===== src/rtl/core_types_pkg.sv =====
// core_types_pkg: core-wide widths, ALU op encoding and the ALU-imm issue queue entry layout.
package core_types_pkg;
   localparam int LOG_PR_COUNT       = 7;
   localparam int LOG_ROB_ENTRIES    = 7;
   localparam int PRF_BANK_COUNT     = 4;
   localparam int LOG_PRF_BANK_COUNT = 2;
   typedef enum logic [3:0] {
      ALU_ADD  = 4'h0,
      ALU_SLL  = 4'h1,
      ALU_SLT  = 4'h2,
      ALU_SLTU = 4'h3,
      ALU_XOR  = 4'h4,
      ALU_SRL  = 4'h5,
      ALU_OR   = 4'h6,
      ALU_AND  = 4'h7,
      ALU_SUB  = 4'h8,
      ALU_SRA  = 4'hD
   } alu_op_t;
   typedef struct packed {
      logic                       valid;
      logic [3:0]                 op;
      logic [11:0]                imm12;
      logic [LOG_PR_COUNT-1:0]    A_PR;
      logic                       A_ready;
      logic [LOG_PR_COUNT-1:0]    dest_PR;
      logic [LOG_ROB_ENTRIES-1:0] ROB_index;
   } alu_imm_iq_entry_t;
   function automatic logic [LOG_PRF_BANK_COUNT-1:0] pr_bank(input logic [LOG_PR_COUNT-1:0] pr);
      return pr[LOG_PRF_BANK_COUNT-1:0];
   endfunction
   function automatic logic [LOG_PR_COUNT-LOG_PRF_BANK_COUNT-1:0] pr_upper(input logic [LOG_PR_COUNT-1:0] pr);
      return pr[LOG_PR_COUNT-1:LOG_PRF_BANK_COUNT];
   endfunction
endpackage


===== src/rtl/pe_lsb.sv =====
// pe_lsb: LSB-first priority encoder; the lowest set request bit wins.
module pe_lsb #(
   parameter int WIDTH     = 8,
   parameter int LOG_WIDTH = $clog2(WIDTH)
) (
   input  logic [WIDTH-1:0]     req,
   output logic                 ack_valid,
   output logic [LOG_WIDTH-1:0] ack_index
);
   always_comb begin
      ack_valid = |req;
      ack_index = '0;
      for (int i = WIDTH - 1; i >= 0; i--) begin
         if (req[i]) ack_index = LOG_WIDTH'(i);
      end
   end
endmodule


===== src/rtl/alu_imm_iq.sv =====
// alu_imm_iq: compressing issue queue for ALU reg-imm ops; wakes operand A from the
// writeback bus and fast-forward notifs, issues the oldest ready op each cycle.
module alu_imm_iq
   import core_types_pkg::*;
#(
   parameter int ALU_IMM_IQ_ENTRIES          = 8,
   parameter int FAST_FORWARD_PIPE_COUNT     = 4,
   parameter int LOG_FAST_FORWARD_PIPE_COUNT = $clog2(FAST_FORWARD_PIPE_COUNT)
) (
   input  logic                                CLK,
   input  logic                                nRST,
   input  logic                                dispatch_valid,
   input  logic [3:0]                          dispatch_op,
   input  logic [11:0]                         dispatch_imm12,
   input  logic [LOG_PR_COUNT-1:0]             dispatch_A_PR,
   input  logic                                dispatch_A_ready,
   input  logic [LOG_PR_COUNT-1:0]             dispatch_dest_PR,
   input  logic [LOG_ROB_ENTRIES-1:0]          dispatch_ROB_index,
   output logic                                dispatch_ready,
   input  logic [PRF_BANK_COUNT-1:0]           WB_bus_valid_by_bank,
   input  logic [PRF_BANK_COUNT-1:0][LOG_PR_COUNT-LOG_PRF_BANK_COUNT-1:0] WB_bus_upper_PR_by_bank,
   input  logic [FAST_FORWARD_PIPE_COUNT-1:0]  fast_forward_notif_valid_by_pipe,
   input  logic [FAST_FORWARD_PIPE_COUNT-1:0][LOG_PR_COUNT-1:0] fast_forward_notif_PR_by_pipe,
   output logic                                issue_valid,
   output logic [3:0]                          issue_op,
   output logic [11:0]                         issue_imm12,
   output logic                                issue_A_is_reg,
   output logic                                issue_A_is_bus_forward,
   output logic                                issue_A_is_fast_forward,
   output logic [LOG_FAST_FORWARD_PIPE_COUNT-1:0] issue_A_fast_forward_pipe,
   output logic [LOG_PRF_BANK_COUNT-1:0]       issue_A_bank,
   output logic [LOG_PR_COUNT-1:0]             issue_dest_PR,
   output logic [LOG_ROB_ENTRIES-1:0]          issue_ROB_index,
   input  logic                                issue_ready,
   output logic                                PRF_req_A_valid,
   output logic [LOG_PR_COUNT-1:0]             PRF_req_A_PR
);
   localparam int N     = ALU_IMM_IQ_ENTRIES;
   localparam int LOG_N = $clog2(N);
   localparam int FF    = FAST_FORWARD_PIPE_COUNT;

   alu_imm_iq_entry_t entries_q [N];
   alu_imm_iq_entry_t entries_d [N];
   alu_imm_iq_entry_t upd [N+1];
   alu_imm_iq_entry_t new_entry;
   alu_imm_iq_entry_t sel_e;
   logic [N-1:0]      bus_match;
   logic [N-1:0]      ff_any;
   logic [N-1:0]      entry_ready;
   logic [FF-1:0]     ff_req [N];
   logic [LOG_FAST_FORWARD_PIPE_COUNT-1:0] ff_idx [N];
   logic [LOG_N-1:0]  sel;
   logic              dispatch_bus_match;
   logic              issue_fire;
   logic              dispatch_fire;
   logic              placed;

   for (genvar e = 0; e < N; e++) begin : g_entry
      assign bus_match[e] = WB_bus_valid_by_bank[pr_bank(entries_q[e].A_PR)]
         && WB_bus_upper_PR_by_bank[pr_bank(entries_q[e].A_PR)] == pr_upper(entries_q[e].A_PR);
      for (genvar p = 0; p < FF; p++) begin : g_pipe
         assign ff_req[e][p] = fast_forward_notif_valid_by_pipe[p]
            && fast_forward_notif_PR_by_pipe[p] == entries_q[e].A_PR;
      end
      pe_lsb #(.WIDTH(FF), .LOG_WIDTH(LOG_FAST_FORWARD_PIPE_COUNT)) u_ff_pe (
         .req       (ff_req[e]),
         .ack_valid (ff_any[e]),
         .ack_index (ff_idx[e])
      );
      assign entry_ready[e] = entries_q[e].valid && (entries_q[e].A_ready || bus_match[e] || ff_any[e]);
   end

   pe_lsb #(.WIDTH(N), .LOG_WIDTH(LOG_N)) u_sel_pe (
      .req       (entry_ready),
      .ack_valid (issue_valid),
      .ack_index (sel)
   );

   assign sel_e = entries_q[sel];
   assign issue_op = issue_valid ? sel_e.op : '0;
   assign issue_imm12 = issue_valid ? sel_e.imm12 : '0;
   assign issue_A_is_reg = issue_valid && sel_e.A_ready;
   assign issue_A_is_bus_forward = issue_valid && !sel_e.A_ready && bus_match[sel];
   assign issue_A_is_fast_forward = issue_valid && !sel_e.A_ready && !bus_match[sel];
   assign issue_A_fast_forward_pipe = issue_A_is_fast_forward ? ff_idx[sel] : '0;
   assign issue_A_bank = issue_valid ? pr_bank(sel_e.A_PR) : '0;
   assign issue_dest_PR = issue_valid ? sel_e.dest_PR : '0;
   assign issue_ROB_index = issue_valid ? sel_e.ROB_index : '0;
   assign PRF_req_A_valid = issue_A_is_reg && issue_ready;
   assign PRF_req_A_PR = issue_valid ? sel_e.A_PR : '0;

   // Entries stay packed from index 0, so the queue is full exactly when the top slot is used.
   assign dispatch_ready = !entries_q[N-1].valid;
   assign issue_fire = issue_valid && issue_ready;
   assign dispatch_fire = dispatch_valid && dispatch_ready;
   assign dispatch_bus_match = WB_bus_valid_by_bank[pr_bank(dispatch_A_PR)]
      && WB_bus_upper_PR_by_bank[pr_bank(dispatch_A_PR)] == pr_upper(dispatch_A_PR);
   assign new_entry = '{
      valid:     1'b1,
      op:        dispatch_op,
      imm12:     dispatch_imm12,
      A_PR:      dispatch_A_PR,
      A_ready:   dispatch_A_ready || dispatch_bus_match,
      dest_PR:   dispatch_dest_PR,
      ROB_index: dispatch_ROB_index
   };

   // upd[N] is an always-empty slot that the top entry pulls in when the queue shifts down.
   always_comb begin
      upd[N] = '0;
      for (int i = 0; i < N; i++) begin
         upd[i] = entries_q[i];
         upd[i].A_ready = entries_q[i].A_ready || bus_match[i];
      end
      placed = 1'b0;
      for (int i = 0; i < N; i++) begin
         entries_d[i] = upd[(issue_fire && i >= int'(sel)) ? i + 1 : i];
         if (dispatch_fire && !entries_d[i].valid && !placed) begin
            entries_d[i] = new_entry;
            placed = 1'b1;
         end
      end
   end

   always_ff @(posedge CLK or negedge nRST) begin
      if (!nRST) begin
         for (int i = 0; i < N; i++) entries_q[i] <= '0;
      end else begin
         entries_q <= entries_d;
      end
   end
endmodule


===== config.mk =====
export PLATFORM = sky130hd
export DESIGN_NAME = alu_imm_iq
export DESIGN_NICKNAME = d
export VERILOG_FILES = /design/src/rtl/core_types_pkg.sv /design/src/rtl/pe_lsb.sv /design/src/rtl/alu_imm_iq.sv
export SDC_FILE = /design/constraint.sdc
export NUM_CORES = 1
export LEC_CHECK = 0
export ABC_AREA = 1
export CAP_MARGIN = 20
export CELL_PAD_IN_SITES_DETAIL_PLACEMENT = 1
export CELL_PAD_IN_SITES_GLOBAL_PLACEMENT = 2
export CORE_ASPECT_RATIO = 0.7
export CORE_UTILIZATION = 37
export CTS_CLUSTER_DIAMETER = 50
export CTS_CLUSTER_SIZE = 14
export DETAILED_ROUTE_END_ITERATION = 10
export PLACE_DENSITY_LB_ADDON = 0.1
export SLEW_MARGIN = 20
export SYNTH_ARGS = -nofsm -noshare
export SYNTH_HDL_FRONTEND = slang
export SYNTH_SLANG_ARGS = --single-unit

===== constraint.sdc =====
create_clock -name CLK -period 10.38 [get_ports CLK]
set_input_delay 1.557 -clock CLK [delete_from_list [all_inputs] [get_ports CLK]]
set_output_delay 1.557 -clock CLK [all_outputs]
set_load 0.05 [all_outputs]

==> flow_metrics.tcl, run 1 <==
set metrics [dict create \
    vias 27700 \
    grt_first_pass_wirelength_um 194000 \
    setup_viol 0 \
    io_buffer_count 144 \
    synth.top_cell.area_share_pct 33.6 \
    syn_area_mm2 0.0233 \
    ys_seq_area_share_pct 33.6 \
    std_cell_rows 76 \
    crit_slowest_cell "clkdlybuf4s50_1" \
    top_regs "entries_q: 312 flops" \
    grt_setup_unrepaired "false" \
    cp_top_family "buffers and inverters" \
    dp_hpwl_um 90300 \
    cts_buffers 30 \
    synth-seq-cells 312 \
    dieArea_mm2 0.0639 \
    synthToLayoutAreaGrowth_pct 11.2 \
    fp.dieH_um 212 \
    hold_buffers 0 \
    drt_iter0_drc 3466 \
    place.gp.congestion 1.06 \
    largest-register "entries_q" \
    drtPass1Iterations 9 \
    report.final.slew_viol_count 0 \
    finalCritPeriodShare_pct 88.0 \
    syn_inst 3472 \
    cts_tree "done" \
    overflow 0 \
    synth_nets 3570 \
    path_cells "clkdlybuf4s50_1 > inv_1 > o211ai_1 > nor2_1 > nand2_1 > nand2_1 > nor2_1 > nand3_1 > nand2_1 > inv_2 > nand2_1 > nand2_1 > nand2_1 > nand2_1 > nand2_1 > nand2_1 > nand2_4 > buf_12 > a21oi_1 > a22o_1 > o21ai_0 > nand3_1 > nor2_1 > clkdlybuf4s50_1" \
    syn_avg_cell_area_um2 6.70 \
    htree_num_levels 1 \
    path_class "primary input to primary output" \
    min_period_ns 9.13 \
    ys_top_cells_by_area "dfrtp_1 (34%), nand2_1 (17%), nand3_1 (14%)" \
    grt_max_degree 170 \
    layout.nets 3478 \
    antenna_found_initial 7 \
    synth_cell_types 48 \
    synth_largest_area_cell "dfrtp_1" \
    cp_common_cell "nand2_1" \
    drtAntennaViolNets 0 \
    worst-path-buf-inv 5 \
    skew_ns 0.0211 \
    drc 16 \
    fin_area_mm2 0.0259 \
    grt_pass1_vias 27300 \
    synth-warning-count 0 \
    crit_arrival_ns 7.58 \
    hp-class "flip-flop to flip-flop" \
    end_kind "primary output" \
    io_pins 145 \
    powerDensity_mw_per_mm2 430 \
    grtUsageTotal_pct 41.7 \
    die-width_um 302 \
    start_util_pct 37.6 \
    instances_no_fill 4217 \
    slew-limit-headroom_pct 29.9 \
    maxCapViolations 0 \
    placed_cell_area_mm2 0.0249 \
    nFillCells 7859 \
    r2r_setup_slack_ns 3.37 \
    violations "design-rule violations" \
    core_area_mm2 0.0618 \
    tightest_slew_ns 1.05 \
    postCtsSetupRepairBufs 0 \
    critPathMaxStageDelay_ns 0.83 \
    max_freq_mhz 109 \
    start_kind "primary input" \
    finish.utilization_pct 41.8 \
    clock_tree.root_cell "clkbuf_16" \
    largest_reg_flops 312 \
    drive_gt1_share_pct 5.45 \
    status "finished with violations" \
    required_ns 8.82 \
    setup_tns_ns 0 \
    clockBufferDepth 3 \
    postCtsResizedCells 0 \
    clkTransAtPathRegs_ns 0.07 \
    drt-wirelength-per-cell_um 31.9 \
    hold_ws_ns 0.523 \
    power.leakage_uw 0.0115 \
    cts.sinks 312 \
    ir_worst_vdd_mv 0.309 \
    dp_cells 4167 \
    clk_latency_ns 0.60 \
    wl_um 135000 \
    crit_fanout 169 \
    hold_viol 0 \
    vias_per_cell 6.58 \
]
worst paths after layout:
path                                                endpoint  cells after the start                              start
max in group asynchronous          entries_q[64]$_DFFE_PN0P_                      2                               nRST
worst min-delay path              entries_q[285]$_DFFE_PN0P_                      2         entries_q[246]$_DFFE_PN0P_
worst max register to register     entries_q[89]$_DFFE_PN0P_                     25         entries_q[250]$_DFFE_PN0P_
worst max-delay path            issue_A_fast_forward_pipe[1]                     24  fast_forward_notif_PR_by_pipe[10]
worst min register to register    entries_q[285]$_DFFE_PN0P_                      2         entries_q[246]$_DFFE_PN0P_
min in group asynchronous         entries_q[254]$_DFFE_PN0P_                      1                               nRST
through the flow:
step	power, uW	setup slack, ns
finish	11100	1.25
global route	11500	1.10
CTS	10900	1.58
detailed placement	9670	1.58
global placement	9500	1.59
floorplan	6750	3.94
Yosys cell counts, drive strengths merged:
master / number
nand2: 1033
nand3: 648
dfrtp: 312
inv: 209
buf: 190
a21oi: 146
clkbuf: 143
nor2: 142
o21ai: 121
nand4: 113
o211ai: 102
o221ai: 73
xor2: 57
a32o: 48
o22ai: 39
xnor2: 33
nor3: 22
o32ai: 16
a31oi: 4
clkinv: 4
or2: 3
a22oi: 2
o2111ai: 2
o21a: 2
a211oi: 1
a221oi: 1
a22o: 1
a2bb2oi: 1
a41oi: 1
mux2i: 1
nand3b: 1
o21bai: 1
layout make-up:
class                      instances  area [um2]  area share [%]
antenna                            3        7.51          0.0290
clock buffer                      35         811            3.14
clock inverter                    12         156           0.605
inverter                         213         806            3.12
multi-input combinational       2614       13200            51.2
sequential                       312        7810            30.2
tap                              819        1020            3.96
timing repair buffer             209        2000            7.74
report_power, final:
part	total, uW	internal, uW	switching, uW
Clock	1170	631	534
Sequential	2330	1690	638
Combinational	7620	2040	5590
cell usage in the layout, fill, tap and decap left out, drive strengths merged, types with 33 or more instances in the layout:
cell type | synthesis | final
nand3 | 648 | 648
a21oi | 146 | 146
clkdlybuf4s50 | 0 | 143
nor2 | 142 | 142
clkbuf | 143 | 35
xor2 | 57 | 57
nand2 | 1033 | 1033
o211ai | 102 | 102
xnor2 | 33 | 33
inv | 209 | 211
o221ai | 73 | 73
o22ai | 39 | 39
nand4 | 113 | 113
a32o | 48 | 48
dfrtp | 312 | 312
buf | 190 | 66
o21ai | 121 | 121
worst min-delay path: stages (launching register included):
cell and delay, ns:
dfrtp_1 0.35, nand3_1 0.07, o221ai_1 0.06
cell families after synthesis:
logic type,synth area share (%)
muxes,0.0431
buffers and inverters,10.0
and+or+nand+nor,36.8
AOI/OAI and AO/OA,16.1
xor gates and xnor gates,3.39
DFF,33.6
metal layers:
layer / global-route usage [%] / share of wire [%] / vias to the layer above
li1: - / - / 11700
met1: 62.4 / 45 / 14000
met2: 56.2 / 39 / 1772
met3: 13.6 / 13 / 276
met4: 10.7 / 2.5 / 4
met5: 0 / 0.018 / -
Power figures use the tool's default switching activity.
==> run 2, diff against run 1 <==
- CORE_MARGIN: not set -> 2
==> run 2 against run 1 <==
- the run now ends clean
- via count decreased by 0.13%
- utilization increased by 0.17 points
- cell count increased by 0.12%
- critical endpoint is now issue_imm12[9]
- largest cell class unchanged
- largest power group unchanged
- highest routed layer unchanged
==> flow_metrics.tcl, run 2 (same netlist as run 1, synthesis figures left out) <==
set metrics [dict create \
    synthToLayoutAreaGrowth_pct 11.7 \
    hold_depth 2 \
    layout.nets 3478 \
    report.final.slew_viol_count 0 \
    core_area_mm2 0.0618 \
    setup_tns_ns 0 \
    drt-wirelength-per-cell_um 31.5 \
    io_pins 145 \
    status "finished clean" \
    r2r-end "entries_q[74]$_DFFE_PN0P_" \
    start_kind "primary input" \
    p_comb_share_pct 67.4 \
    path_class "primary input to primary output" \
    antenna_found_initial 3 \
    vias_per_cell 6.56 \
    end_kind "primary output" \
    finish.utilization_pct 42.0 \
    finalCritPeriodShare_pct 84.9 \
    required_ns 8.82 \
    drive_gt1_share_pct 5.62 \
    dieArea_mm2 0.0649 \
    tightest_slew_ns 1.22 \
    postCtsSetupRepairBufs 0 \
    cts_tree "done" \
    cts.sinks 312 \
    overflow 0 \
    ir_worst_vdd_mv 0.551 \
    clkTransAtPathRegs_ns 0.07 \
    drtPass1Iterations 6 \
    die-width_um 304 \
    crit_arrival_ns 7.26 \
    dp_hpwl_um 91100 \
    place.gp.congestion 1.06 \
    grtUsageTotal_pct 40.3 \
    min_period_ns 8.82 \
    grt_setup_unrepaired "false" \
    clock_tree.root_cell "clkbuf_16" \
    maxCapViolations 0 \
    grt_max_degree 165 \
    postCtsResizedCells 0 \
    grt_pass1_vias 26700 \
    largest_reg_flops 312 \
    power.leakage_uw 0.0116 \
    htree_num_levels 1 \
    switching_share_pct 60.1 \
    seqPwrFrac_pct 21.4 \
    hold_buffers 0 \
    instances_no_fill 4222 \
    top_regs "entries_q: 312 flops" \
    r2r_setup_slack_ns 3.26 \
    setup_viol 0 \
    clock_power_share_pct 11.2 \
    power.switching_uw 6710 \
    crit_fanout 69 \
    cts_buffers 31 \
    power_uw 11200 \
    drtAntennaViolNets 0 \
    hp-class "flip-flop to flip-flop" \
    drt_iter0_drc 3674 \
    startpoint "fast_forward_notif_PR_by_pipe[4]" \
    layout_commonest_cell "nand2_1" \
    max_freq_mhz 113 \
    skew_ns 0.0266 \
    wl_um 133000 \
    hold_end "entries_q[273]$_DFFE_PN0P_" \
    powerDensity_mw_per_mm2 430 \
    grt_first_pass_wirelength_um 193000 \
    clockBufferDepth 3 \
    vias 27700 \
    drc 0 \
    dp_cells 4166 \
    std_cell_rows 76 \
    worst_hold_startpoint "entries_q[234]$_DFFE_PN0P_" \
    start_util_pct 37.6 \
    hold_viol 0 \
    clk_latency_ns 0.61 \
    layout_common_cells "nand2_1 (1021), nand3_1 (642), dfrtp_1 (312)" \
    r2r_start "entries_q[93]$_DFFE_PN0P_" \
    p_int_uw 4450 \
    slew-limit-headroom_pct 18.9 \
    io_buffer_count 144 \
    largest-register "entries_q" \
    r2r_cells 25 \
    fp.dieH_um 214 \
]
-- run 2: metal layers --
layer | track usage (%) | wire (um)
met1 | 60.8 | 60800
met2 | 55.6 | 51900
met3 | 12.5 | 17600
met4 | 8.37 | 2800
met5 | 0 | 32
-- run 2: critical path, stage by stage --
cell and delay [ns]:
clkdlybuf4s50_1 0.90, xnor2_1 0.35, nand3_1 0.10, nor3_1 0.06
nand2_1 0.22, nand2_1 0.09, nor2_1 0.32, nand3_1 0.12
nand2_1 0.11, nand2_1 0.07, nand2_1 0.06, nand2_1 0.05
nand2_1 0.07, nand2_1 0.08, nand2_4 0.60, inv_4 0.32
buf_12 0.29, o21ai_0 0.20, nor2_1 0.06, o32ai_1 0.60
clkdlybuf4s50_1 0.93
-- run 2: layout make-up --
class | count | area, um2
fill | 7829 | 35800
multi-input combinational | 2614 | 13200
sequential | 312 | 7810
timing repair buffer | 208 | 2020
tap | 819 | 1020
clock buffer | 37 | 848
inverter | 213 | 805
clock inverter | 17 | 228
antenna | 2 | 5.00
-- run 2: per-stage QoR --
step / worst slack [ns] / hold slack [ns] / cell area, um2
finish: 1.56 / 0.530 / 26000
global route: 1.28 / 0.563 / 26000
CTS: 1.81 / 0.533 / 26000
detailed placement: 1.84 / 0.515 / 24900
global placement: 1.83 / 0.494 / 24900
floorplan: 3.94 / 0.472 / 23300
-- run 2: worst max-delay path by stage --
stage	endpoint	slack (ns)	cells after the start
3_5_place_dp	issue_imm12[11]	1.84	22
4_1_cts	issue_imm12[4]	1.81	22
6_report	issue_imm12[9]	1.56	21
3_3_place_gp	issue_imm12[11]	1.83	22
5_1_grt	issue_A_fast_forward_pipe[0]	1.28	23
2_1_floorplan	issue_A_bank[1]	3.94	25
-- run 2: power by group through the flow --
stage	clock network (uW)	registers [uW]	logic (uW)
final	1250	2380	7520
after global routing	1310	2400	7910
after CTS	1250	2330	7350
after detailed placement	0	2350	7310
after global placement	0	2340	7150
after floorplan	0	1940	4810
